## src/rtl/stopwatch_bcd_counter.sv

```systemverilog
// Stopwatch with four BCD digits (SS.hh), debounced start/clear buttons and
// an optional lap-freeze feature enabled by defining STOPWATCH_LAP_EN.
// All state is reset synchronously by an active-low reset.

// Per-button conditioner: 2-flop synchronizer, level debouncer, rising-edge event.
module stopwatch_btn_deb #(
    parameter int DEB_CYCLES = 500000
) (
    input  logic clk,
    input  logic reset,
    input  logic i_btn,
    output logic o_evt
);
    localparam int CW = $clog2(DEB_CYCLES);

    logic          r_sync1;
    logic          r_sync2;
    logic          r_acc;
    logic [CW-1:0] r_cnt;
    logic          r_evt;

    // Accept a new level after DEB_CYCLES consecutive differing samples; pulse on 0->1.
    always_ff @(posedge clk) begin
        if (!reset) begin
            r_sync1 <= 1'b0;
            r_sync2 <= 1'b0;
            r_acc   <= 1'b0;
            r_cnt   <= '0;
            r_evt   <= 1'b0;
        end else begin
            r_sync1 <= i_btn;
            r_sync2 <= r_sync1;
            r_evt   <= 1'b0;
            if (r_sync2 == r_acc) begin
                r_cnt <= '0;
            end else if (r_cnt == CW'(DEB_CYCLES - 1)) begin
                r_acc <= r_sync2;
                r_cnt <= '0;
                r_evt <= r_sync2;
            end else begin
                r_cnt <= r_cnt + 1'b1;
            end
        end
    end

    assign o_evt = r_evt;
endmodule

module stopwatch_bcd_counter #(
    parameter int TICK_DIV   = 1000000,
    parameter int DEB_CYCLES = 500000
) (
    input  logic        clk,
    input  logic        reset,
    input  logic        btn_start,
    input  logic        btn_clear,
    input  logic        btn_lap,
    output logic [15:0] value,
    output logic        running,
    output logic        wrap
);
    localparam int PW = $clog2(TICK_DIV);

`ifdef STOPWATCH_LAP_EN
    localparam int NUM_BTN = 3;
    typedef enum logic [1:0] {S_IDLE, S_RUN, S_PAUSE, S_LAP} state_t;
    logic [NUM_BTN-1:0] w_raw;
    assign w_raw = {btn_lap, btn_clear, btn_start};
`else
    localparam int NUM_BTN = 2;
    typedef enum logic [1:0] {S_IDLE, S_RUN, S_PAUSE} state_t;
    logic [NUM_BTN-1:0] w_raw;
    logic               w_unused_lap;
    assign w_raw        = {btn_clear, btn_start};
    assign w_unused_lap = btn_lap;
`endif

    logic [NUM_BTN-1:0] w_evt;
    logic               w_ev_start;
    logic               w_ev_clear;

    genvar g;
    generate
        for (g = 0; g < NUM_BTN; g++) begin : g_btn
            stopwatch_btn_deb #(.DEB_CYCLES(DEB_CYCLES)) u_deb (
                .clk   (clk),
                .reset (reset),
                .i_btn (w_raw[g]),
                .o_evt (w_evt[g])
            );
        end
    endgenerate

    assign w_ev_start = w_evt[0];
    assign w_ev_clear = w_evt[1];

    state_t        r_state;
    logic [PW-1:0] r_presc;
    logic [3:0]    r_d0, r_d1, r_d2, r_d3;
    logic [15:0]   r_value;
    logic          r_running;
    logic          r_wrap;

    logic          w_cnt_en;
    logic          w_tick;
    logic [3:0]    w_n0, w_n1, w_n2, w_n3;
    logic          w_roll;

`ifdef STOPWATCH_LAP_EN
    assign w_cnt_en = (r_state == S_RUN) || (r_state == S_LAP);
`else
    assign w_cnt_en = (r_state == S_RUN);
`endif
    assign w_tick = w_cnt_en && (r_presc == PW'(TICK_DIV - 1));

    // Next count: one tick increments d0 and ripples BCD carries up to d3 (0-5).
    always_comb begin
        w_n0   = r_d0;
        w_n1   = r_d1;
        w_n2   = r_d2;
        w_n3   = r_d3;
        w_roll = 1'b0;
        if (w_tick) begin
            if (r_d0 != 4'd9) begin
                w_n0 = r_d0 + 4'd1;
            end else begin
                w_n0 = 4'd0;
                if (r_d1 != 4'd9) begin
                    w_n1 = r_d1 + 4'd1;
                end else begin
                    w_n1 = 4'd0;
                    if (r_d2 != 4'd9) begin
                        w_n2 = r_d2 + 4'd1;
                    end else begin
                        w_n2 = 4'd0;
                        if (r_d3 != 4'd5) begin
                            w_n3 = r_d3 + 4'd1;
                        end else begin
                            w_n3   = 4'd0;
                            w_roll = 1'b1;
                        end
                    end
                end
            end
        end
    end

    // Control FSM, prescaler, digits and registered outputs; clear beats start.
    always_ff @(posedge clk) begin
        if (!reset || w_ev_clear) begin
            r_state   <= S_IDLE;
            r_presc   <= '0;
            r_d0      <= 4'd0;
            r_d1      <= 4'd0;
            r_d2      <= 4'd0;
            r_d3      <= 4'd0;
            r_value   <= 16'h0000;
            r_running <= 1'b0;
            r_wrap    <= 1'b0;
        end else begin
            // A tick is applied even when the same edge stops the count.
            r_d0    <= w_n0;
            r_d1    <= w_n1;
            r_d2    <= w_n2;
            r_d3    <= w_n3;
            r_wrap  <= w_roll;
            r_value <= {w_n3, w_n2, w_n1, w_n0};
            if (w_cnt_en)
                r_presc <= w_tick ? '0 : r_presc + 1'b1;
            case (r_state)
                S_IDLE: if (w_ev_start) begin
                    r_state   <= S_RUN;
                    r_running <= 1'b1;
                end
                S_RUN: begin
                    if (w_ev_start) begin
                        r_state   <= S_PAUSE;
                        r_running <= 1'b0;
                    end
`ifdef STOPWATCH_LAP_EN
                    else if (w_evt[2]) begin
                        // Freeze the display at the count held before this edge's tick.
                        r_state <= S_LAP;
                        r_value <= {r_d3, r_d2, r_d1, r_d0};
                    end
`endif
                end
                S_PAUSE: if (w_ev_start) begin
                    r_state   <= S_RUN;
                    r_running <= 1'b1;
                end
`ifdef STOPWATCH_LAP_EN
                S_LAP: begin
                    if (w_ev_start) begin
                        r_state   <= S_PAUSE;
                        r_running <= 1'b0;
                    end else if (w_evt[2]) begin
                        r_state <= S_RUN;
                    end else begin
                        r_value <= r_value;
                    end
                end
`endif
                default: begin
                    r_state   <= S_IDLE;
                    r_running <= 1'b0;
                end
            endcase
        end
    end

    assign value   = r_value;
    assign running = r_running;
    assign wrap    = r_wrap;
endmodule

```

## config.mk

```make
export PLATFORM = sky130hd
export DESIGN_NAME = stopwatch_bcd_counter
export DESIGN_NICKNAME = d
export VERILOG_FILES = /design/src/rtl/stopwatch_bcd_counter.sv
export SDC_FILE = /design/constraint.sdc
export NUM_CORES = 1
export LEC_CHECK = 0
export CORE_UTILIZATION = 40
export CTS_CLUSTER_SIZE = 12
export DETAILED_ROUTE_END_ITERATION = 8
export PLACE_DENSITY_LB_ADDON = 0.08
export SLEW_MARGIN = 0
export SYNTH_ARGS = -nofsm -noshare
export SYNTH_HDL_FRONTEND = slang
export SYNTH_SLANG_ARGS = --single-unit
```

## constraint.sdc

```tcl
create_clock -name clk -period 3.3 [get_ports clk]
set_clock_uncertainty 0.05 [all_clocks]
set_input_delay 0.66 -clock clk [delete_from_list [all_inputs] [get_ports clk]]
set_output_delay 0.66 -clock clk [all_outputs]
set_load 0.05 [all_outputs]
```

**After elaboration in Yosys (flattened, before gate mapping)**

Index checks and enable logic that the tools add are counted.

- Memories kept: 0
- Bits in writable memories: 0
- Output and inout bits: 18
- Logic and storage cells: 80
- Flip-flop bits (word level): 102
- Bits in latches: 0
- Memory bits (read-only): 0

- Add/sub/neg operators: 7
- Bitwise logic cells: 6
- Shift-type cells: 0
- Divide/modulo/power cells: 0
- Equality and inequality tests: 13
- Reduce and logical (&&, ||, !) cells: 13
- Multipliers: 0
- $lt $le $gt $ge: 0
- Muxes and demuxes: 22

Operators by type and width:

| operator | number |
|---|---|
| 4-bit two-way mux | 14 |
| 19-bit by 1-bit adder with 19-bit output, second input constant | 2 |
| 19-bit == test, second input constant | 2 |
| 20-bit by 1-bit adder with 20-bit output, second input constant | 1 |
| 20-bit == test, second input constant | 1 |
| 20-bit two-way mux | 1 |
| 4-bit by 1-bit adder with 4-bit output, second input constant | 4 |
| 4-bit inequality test, second input constant | 3 |
| 3-bit OR reduction | 4 |
| 1-bit NOT | 6 |
| 2-bit AND reduction | 3 |
| 5-bit OR reduction | 1 |
| 2-bit two-way mux | 2 |
| 2-bit by 1-bit inequality test with 1-bit output, second input constant | 2 |
| 4-bit by 3-bit inequality test with 1-bit output, second input constant | 1 |
| 2-bit one-hot mux with 2 select lines | 1 |
| 1-bit two-way mux | 3 |
| 1-bit == test | 2 |
| 2-bit by 1-bit == test with 1-bit output, second input constant | 1 |
| 2-bit == test, second input constant | 1 |
| 2-bit zero test | 1 |
| 1-bit one-hot mux with 2 select lines | 1 |
| 2-bit OR reduction | 1 |
| 1-bit logical AND | 1 |
| 2 further kinds | 2 |

**Longest topological paths before layout**

Gate-level depths: netlist (run 1).

- Depth after elaboration: 6
- Mapped depth: 7
- Mapped depth without buffers: 5

**By module**

From an unflattened synthesis (run 1), not the netlist that was laid out.

- Cell total of the unflattened synthesis: 479
- Area, all modules: 4194.0 sq um

Modules (own cells, without submodules):

| module | instances | area each (sq um) | cells each |
|---|---|---|---|
| stopwatch_bcd_counter | 1 | 2162.1 | 257 |
| stopwatch_btn_deb | 2 | 1016.0 | 111 |

**Worst setup path after synthesis (run 1)**

OpenSTA, ideal clock, no wires.

- Path type: register to register
- From: reg value[7] (netlist name)
- To: reg r_wrap (netlist: wrap)
- Slack: 0.928 ns
- Path buffers: 0
- Period minus slack after synthesis: 2.372 ns
- Arrival time: 2.229 ns
- Cell stages (with the launch flop): 5
- Cells stage by stage: dfxtp_1 > or4bb_1 > nor4_2 > nand3_1 > nor4_1

RTL lines:

| what | RTL line | RTL |
|---|---|---|
| end signal: assignment | 166 | `r_wrap <= w_roll;` |
| end: declaration | 102 | `logic r_wrap;` |

==> key figures, run 1 <==
Yosys
  – Average size of a mapped cell: 8.580 µm²
  – Sequential element share of the synthesized area: 42.79%
  – Syn nets: 477
  – Cells after Synth: 469
  – Top_reg_cell synth: dfxtp_1
  – Yosys cell types: 54
  – Number of synthesized flops with an enable pin: 0
  – Synth Register Bits: 86
  – Post-synth design cell area: 0.004024 mm²
  – FFs w/ async S/R, synth: 0%
  – Yosys synthesis warning count: 0

Floorplanning
  – Core box area: 0.009774 mm²
  – Num rows: 36
  – Die area: 0.01046 mm²
  – Die Ht: 102.3 µm
  – Die width: 102.3 µm
  – Num ports: 23
  – Starting Density: 41.17%

Status
  – Status: complete, no violations

Clocking
  – Clk slew on worst S/H paths: 0.10 ns
  – H-tree Lvls: 3
  – Clk sink count: 86
  – Root Driver: clkbuf_8
  – CTS tree: built
  – Post-CTS Hold Fix Bufs: 0
  – Postcts setup bufs: 0
  – Clk_lat worst skew: 0.36 ns
  – Num CTS Buffers: 9
  – Clock buffer depth: 2
  – Resized Gates After CTS: 0

STA
  – Final setup fails: 0
  – Worst Tran Pin Value: 0.5246 ns
  – Post-route minimum period: 2.478 ns
  – Final worst-path cycle share: 75.10%
  – Slew Viols, Final: 0
  – Final worst setup slack: 0.8217 ns
  – RSZ-0062 raised after global routing: no
  – Slew headroom: 64.55%
  – Sum Neg Setup Slack: 0 ns
  – Maximum clock frequency: 403.5 MHz
  – Final Hold Fails: 0

Global route
  – Initial antenna violation count: 0
  – First-pass GRT wire length: 13430 µm
  – Largest net degree at the start of global routing: 20
  – Met3 Usage GRT: 4.720%
  – Global-route met1 utilization: 21.97%
  – Global route overflow: 0
  – Vias in the first global route: 2934
  – GR Util All Layers: 16.20%
  – GRT met2 Usage: 25.09%
  – GR peak layer: met2

Layout
  – # diodes: 0
  – Layout cells sized above 1: 6.911%
  – Final nets: 495
  – Filler cell count: 1010
  – Post-Route Utilization: 46.86%
  – Area Growth Syn to Fin: 13.84%

Pwr
  – Overall Power: 1906 µW
  – Switching share of power: 22.04%
  – P_leak: 0.001410 µW
  – Power Internal: 1486 µW
  – Sw power: 420.1 µW
  – Seq pwr share: 54.6%
  – Worst vdd ir: 236.0 µV
  – Comb pwr share: 1.5%
  – Power per cell area: 416.1 mW/mm²
  – Clk pwr share: 43.9%

Critical path
  – Crit. End Element: output port
  – Critical path depth in cells: 1
  – Arr. time, crit path: 1.77 ns
  – CP Launch Type: register
  – Peak fanout along the critical path: 11
  – Reg2reg path depth: 4
  – Worst path max stage delay: 0.87 ns
  – Buf/Inv on CP: 1
  – Worst path cell trace: clkdlybuf4s50_1
  – Top delay family on crit path: buffers and inverters
  – Critical Path RT: 2.59 ns
  – CP max stage cell: clkdlybuf4s50_1
  – Type of the worst setup path: register to output port

Place
  – I/O Buffers: 21
  – Final GP Congestion: 0.7377
  – Post-DP HPWL: 5502 µm
  – Dpl ws: 0.8974 ns

Drt
  – Pre-Repair DR Iteration Count: 6
  – Via Count: 3436
  – Residual DRC: 0
  – Routed Antenna Nets: 0
  – Wirelength per Cell: 12.86 µm
  – Routed WL: 8038 µm
  – Post-DR vias/cell: 5.498
  – Iter 0 DRT Violations: 136

Hold path
  – Hold Path Depth: 1
  – Worst hold path type: register to register

Run
  – Max-cap violations: 0
## power groups by stage
stage          logic (µW)  registers (µW)  clock network [µW]
2_1_floorplan        17.6            1070                   0
6_report             28.3            1040                 836
5_1_grt              32.0            1040                 910
4_1_cts              28.8            1040                 866
3_3_place_gp         28.5            1070                   0
3_5_place_dp         28.9            1070                   0
## per-layer routing
layer | up-vias | share of wire, %
met3 | 6 | 2.8
met2 | 51 | 47
met1 | 1621 | 50
met4 | 0 | 0.87
li1 | 1758 | -
met5 | - | 0
## Yosys cell counts (all sizes together) (9+ instances only)
cell	instances	area, µm²
nor4	10	68.81
nand3	21	105.1
xnor2	13	113.9
nor2	51	191.4
or3	9	56.30
or4	24	183.9
o21ai	16	80.07
a21oi	34	170.2
o31ai	17	127.6
nand4	24	150.1
xor2	21	183.9
clkbuf	14	53.80
inv	15	56.30
dfxtp	86	1722
nand2	33	123.9
## cell families after synthesis
| family | after synthesis | share of synthesized area (%) |
|---|---|---|
| compound gates | 83 | 12.78 |
| flops | 86 | 42.79 |
| fa+ha+maj | 3 | 0.9329 |
| buf+inv | 36 | 3.856 |
| mux | 4 | 0.9951 |
| xor+xnor | 34 | 7.401 |
| simple gates | 223 | 31.25 |
## sequential cells by signal (all words and copies together), names as in the netlist
| signal | cells |
|---|---|
| wrap | 1 |
| r_state | 2 |
| g_btn.u_deb.o_evt | 2 |
| running | 1 |
| g_btn.u_deb.r_cnt | 38 |
| r_d1 | 3 |
| g_btn.u_deb.r_sync2 | 2 |
| r_d2 | 3 |
| r_d0 | 3 |
| value | 3 |
| r_d3 | 4 |
| r_presc | 20 |
| g_btn.u_deb.r_acc | 2 |
| g_btn.u_deb.r_sync1 | 2 |
## final cells by class
| type | instances | area (µm²) | share of cell area [%] |
|---|---|---|---|
| clock buffer | 9 | 123.9 | 2.704 |
| clock inverter | 7 | 102.6 | 2.240 |
| inverter | 15 | 56.30 | 1.229 |
| multi-input combinational | 347 | 2147 | 46.87 |
| sequential | 86 | 1722 | 37.59 |
| tap | 133 | 166.4 | 3.633 |
| timing repair buffer | 28 | 262.8 | 5.736 |
## cells in the final DEF, fill, tap and decap left out, types with 13 or more instances in the layout
master / n
dfxtp_1: 86
xnor2_1: 13
o21ai_0: 15
nor2_1: 51
o31ai_1: 17
inv_1: 15
nand2_1: 33
a21oi_1: 34
nand4_1: 24
nand3_1: 21
or4_1: 23
xor2_1: 21
clkdlybuf4s50_1: 21
## metrics by stage
stage          instances  hold slack (ns)  cell area, µm²
2_1_floorplan        469           0.3619            4024
3_3_place_gp         609           0.3700            4354
3_5_place_dp         609           0.3699            4354
4_1_cts              625           0.3940            4581
5_1_grt              625           0.4259            4581
6_report             625           0.3921            4581
## final timing paths
path         slack (ns)                                end                              start
max                0.82                           value[9]               r_d2[1]$_SDFFE_PP0P_
min                0.39  g_btn[0].u_deb.r_sync2$_SDFF_PN0_  g_btn[0].u_deb.r_sync1$_SDFF_PN0_
max reg2reg        0.90               r_d2[0]$_SDFFE_PP0P_            r_presc[6]$_SDFFE_PP0P_
min reg2reg        0.39  g_btn[0].u_deb.r_sync2$_SDFF_PN0_  g_btn[0].u_deb.r_sync1$_SDFF_PN0_
No activity file was read; power rests on OpenSTA's default activity.
==> inputs of run 2 (changes only) <==
==> constraint.sdc (replaced) <==
create_clock -name clk -period 2.2 [get_ports clk]
set_clock_uncertainty 0.05 [all_clocks]
set_input_delay 0.44 -clock clk [delete_from_list [all_inputs] [get_ports clk]]
set_output_delay 0.44 -clock clk [all_outputs]
set_load 0.05 [all_outputs]
==> key figures, run 2 (synthesized netlist as in run 1, its figures left out) <==
Status
  – Status: complete, no violations

STA
  – Final worst-path cycle share: 96.82%
  – Worst Tran Pin Value: 0.5005 ns (-0.02408 ns)
  – Slew headroom: 66.53% (+2.0 points)
  – Final Hold Fails: 0 (unchanged)
  – Post-route minimum period: 2.130 ns
  – RSZ-0062 raised after global routing: no
  – Maximum clock frequency: 469.5 MHz
  – Final setup fails: 0 (unchanged)
  – Final worst setup slack: 0.07006 ns (-0.7516 ns)
  – Sum Neg Setup Slack: 0 ns (unchanged)
  – Slew Viols, Final: 0 (unchanged)

Critical path
  – Reg2reg path depth: 4 (unchanged)
  – CP max stage cell: clkdlybuf4s50_1
  – Crit. End Element: output port
  – Worst path max stage delay: 0.84 ns (-0.03 ns)
  – Critical Path RT: 1.71 ns (-0.88 ns)
  – Top delay family on crit path: buffers and inverters
  – CP Launch Type: register
  – Buf/Inv on CP: 1 (unchanged)
  – Peak fanout along the critical path: 7 (-4)
  – Worst path cell trace: clkdlybuf4s50_1
  – Type of the worst setup path: register to output port
  – R2R Path End: r_d2[0]$_SDFFE_PP0P_
  – RR Startpoint: r_presc[6]$_SDFFE_PP0P_
  – Arr. time, crit path: 1.64 ns (-0.13 ns)
  – R2r setup slk: 0.10 ns (-0.80 ns)

Floorplanning
  – Num rows: 36 (unchanged)
  – Core box area: 0.009774 mm² (unchanged)
  – Starting Density: 41.17% (unchanged)
  – Die width: 102.3 µm (unchanged)
  – Die Ht: 102.3 µm (unchanged)
  – Die area: 0.01046 mm² (unchanged)
  – Num ports: 23 (unchanged)

Hold path
  – Worst hold endpoint: g_btn[0].u_deb.r_sync2$_SDFF_PN0_
  – Min-delay src: g_btn[0].u_deb.r_sync1$_SDFF_PN0_
  – Worst hold path type: register to register
  – Hold Path Depth: 1 (unchanged)

Pwr
  – Clk pwr share: 40.1% (-3.8 points)
  – Worst vdd ir: 329.3 µV (+40%)
  – Sw power: 651.4 µW (+55%)
  – P_leak: 0.001557 µW (+10%)
  – Seq pwr share: 58.0% (+3.4 points)
  – Power Internal: 2041 µW (+37%)
  – Power per cell area: 564.6 mW/mm² (+36%)
  – Comb pwr share: 1.9% (+0.4 points)
  – Switching share of power: 24.19% (+2.2 points)

Layout
  – Register area: 0.001723 mm² (about the same)
  – Post-Route Utilization: 48.80% (+1.9 points)
  – Commonest non-fill, non-tap cell in the layout: dfxtp_1
  – Area of the multi-input gates: 0.002178 mm² (+1.5%)
  – Max reg flops: 38 (unchanged)
  – Final nets: 517 (+4.4%)
  – Filler cell count: 982 (-2.8%)
  – Count of non-filler cells in the finished layout: 647 (+3.5%)
  – Layout cells sized above 1: 11.87% (+5.0 points)
  – # diodes: 0 (unchanged)
  – Area Growth Syn to Fin: 18.53%
  – Largest regs: g_btn.u_deb.r_cnt (38), r_presc (20), r_d3 (4)
  – Most frequent cells in the layout: dfxtp_1, nor2_1, a21oi_1, nand2_1, buf_4
  – Reg with most FFs: g_btn.u_deb.r_cnt

Clocking
  – Clk sink count: 86 (unchanged)
  – Num CTS Buffers: 9 (unchanged)
  – Root Driver: clkbuf_8
  – H-tree Lvls: 3 (unchanged)
  – Clk_lat worst skew: 0.36 ns (about the same)
  – Clock buffer depth: 2 (unchanged)
  – CTS tree: built
  – Postcts setup bufs: 0 (unchanged)
  – Clk slew on worst S/H paths: 0.09 ns (about the same)

Drt
  – Iter 0 DRT Violations: 84 (-38%)
  – Via Count: 3451 (+0.44%)
  – Wirelength per Cell: 13.17 µm (+2.4%)
  – Residual DRC: 0 (unchanged)
  – Post-DR vias/cell: 5.334 (-3.0%)
  – Routed WL: 8520 µm (+6.0%)
  – Routed Antenna Nets: 0 (unchanged)
  – Pre-Repair DR Iteration Count: 4 (-2)

Place
  – Dpl cells: 631 (+3.6%)
  – Post-DP HPWL: 6010 µm (+9.2%)
  – Dpl ws: 0.01350 ns (-0.8839 ns)
  – Final GP Congestion: 0.7750 (+5.1%)
  – I/O Buffers: 21 (unchanged)

Global route
  – GR Util All Layers: 17.81% (+1.6 points)
  – Vias in the first global route: 3250 (+11%)
  – Global route overflow: 0 (unchanged)
  – Largest net degree at the start of global routing: 20 (unchanged)
  – First-pass GRT wire length: 14660 µm (+9.1%)
  – Initial antenna violation count: 0 (unchanged)

Run
  – Max-cap violations: 0 (unchanged)
[run 2: cell types whose count changed in the layout (fill, tap and decap cells not counted), moves of 2 or more]
cell,before,now
buf_12,0,2
buf_4,7,27
bufinv_16,2,0
clkdlybuf4s50_1,21,19
or4_1,23,21
or4_4,1,3
[run 2: layer usage]
| metal | share of wire (%) | track usage, % | vias up |
|---|---|---|---|
| met5 | 0 | 0 | - |
| met4 | 1.3 | 7.582 | 0 |
| met3 | 2.0 | 2.873 | 7 |
| met2 | 48 | 29.79 | 28 |
| met1 | 49 | 22.74 | 1628 |
| li1 | - | - | 1788 |
[run 2: how the worst max path moves through the flow]
stage | startpoint | to | slack [ns] | depth (start not counted)
4_1_cts | value[3]$_SDFFE_PP0N_ | value[3] | 0.01 | 1
3_5_place_dp | r_presc[6]$_SDFFE_PP0P_ | r_d2[0]$_SDFFE_PP0P_ | 0.01 | 4
3_3_place_gp | r_presc[6]$_SDFFE_PP0P_ | r_d2[0]$_SDFFE_PP0P_ | 0.03 | 4
5_1_grt | r_d0[1]$_SDFFE_PP0N_ | value[1] | 0.009 | 1
2_1_floorplan | r_presc[12]$_SDFFE_PP0P_ | r_d1[1]$_SDFFE_PP0P_ | -0.01 | 6
6_report | r_d3[1]$_SDFFE_PP0P_ | value[13] | 0.07 | 1
[run 2: final cells by class]
class / instances / area share, %
Multi-Input combinational cell: 347 / 45.67
Sequential cell: 86 / 36.12
Timing Repair Buffer: 50 / 9.575
Tap cell: 133 / 3.489
Clock buffer: 10 / 2.886
Inverter: 15 / 1.180
Clock inverter: 6 / 1.076
[run 2: timing repair]
action / CTS / global route
hold buffers: 0 / 0
gates resized for setup: 1 / 4
setup endpoints to repair: 1 / 4
pin swaps: 0 / 1
[run 2: power groups by stage]
| stage | Sequential [µW] | Combinational (µW) | Clock (µW) |
|---|---|---|---|
| floorplan | 1600 | 27.7 | 0 |
| global route | 1560 | 56.0 | 1170 |
| finish | 1560 | 51.0 | 1080 |
| global placement | 1600 | 51.4 | 0 |
| detailed placement | 1600 | 52.0 | 0 |
| CTS | 1560 | 52.0 | 1110 |
[run 2: through the flow]
step	hold slack, ns	instance area (µm²)	total power (µW)
final	0.3879	4770	2693
after CTS	0.3883	4760	2729
after global placement	0.3675	4567	1650
after detailed placement	0.3677	4567	1651
after global routing	0.4017	4770	2793
after floorplan	0.3619	4053	1626
==> inputs of run 3 (changes only) <==
--- a/config.mk
+++ b/config.mk
@@ -13,3 +13,4 @@
 export SYNTH_ARGS = -nofsm -noshare
 export SYNTH_HDL_FRONTEND = slang
 export SYNTH_SLANG_ARGS = --single-unit
+export TNS_END_PERCENT = 30
==> results of run 3 <==
The final DEF is identical to that of run 2; final timing and power are the same.
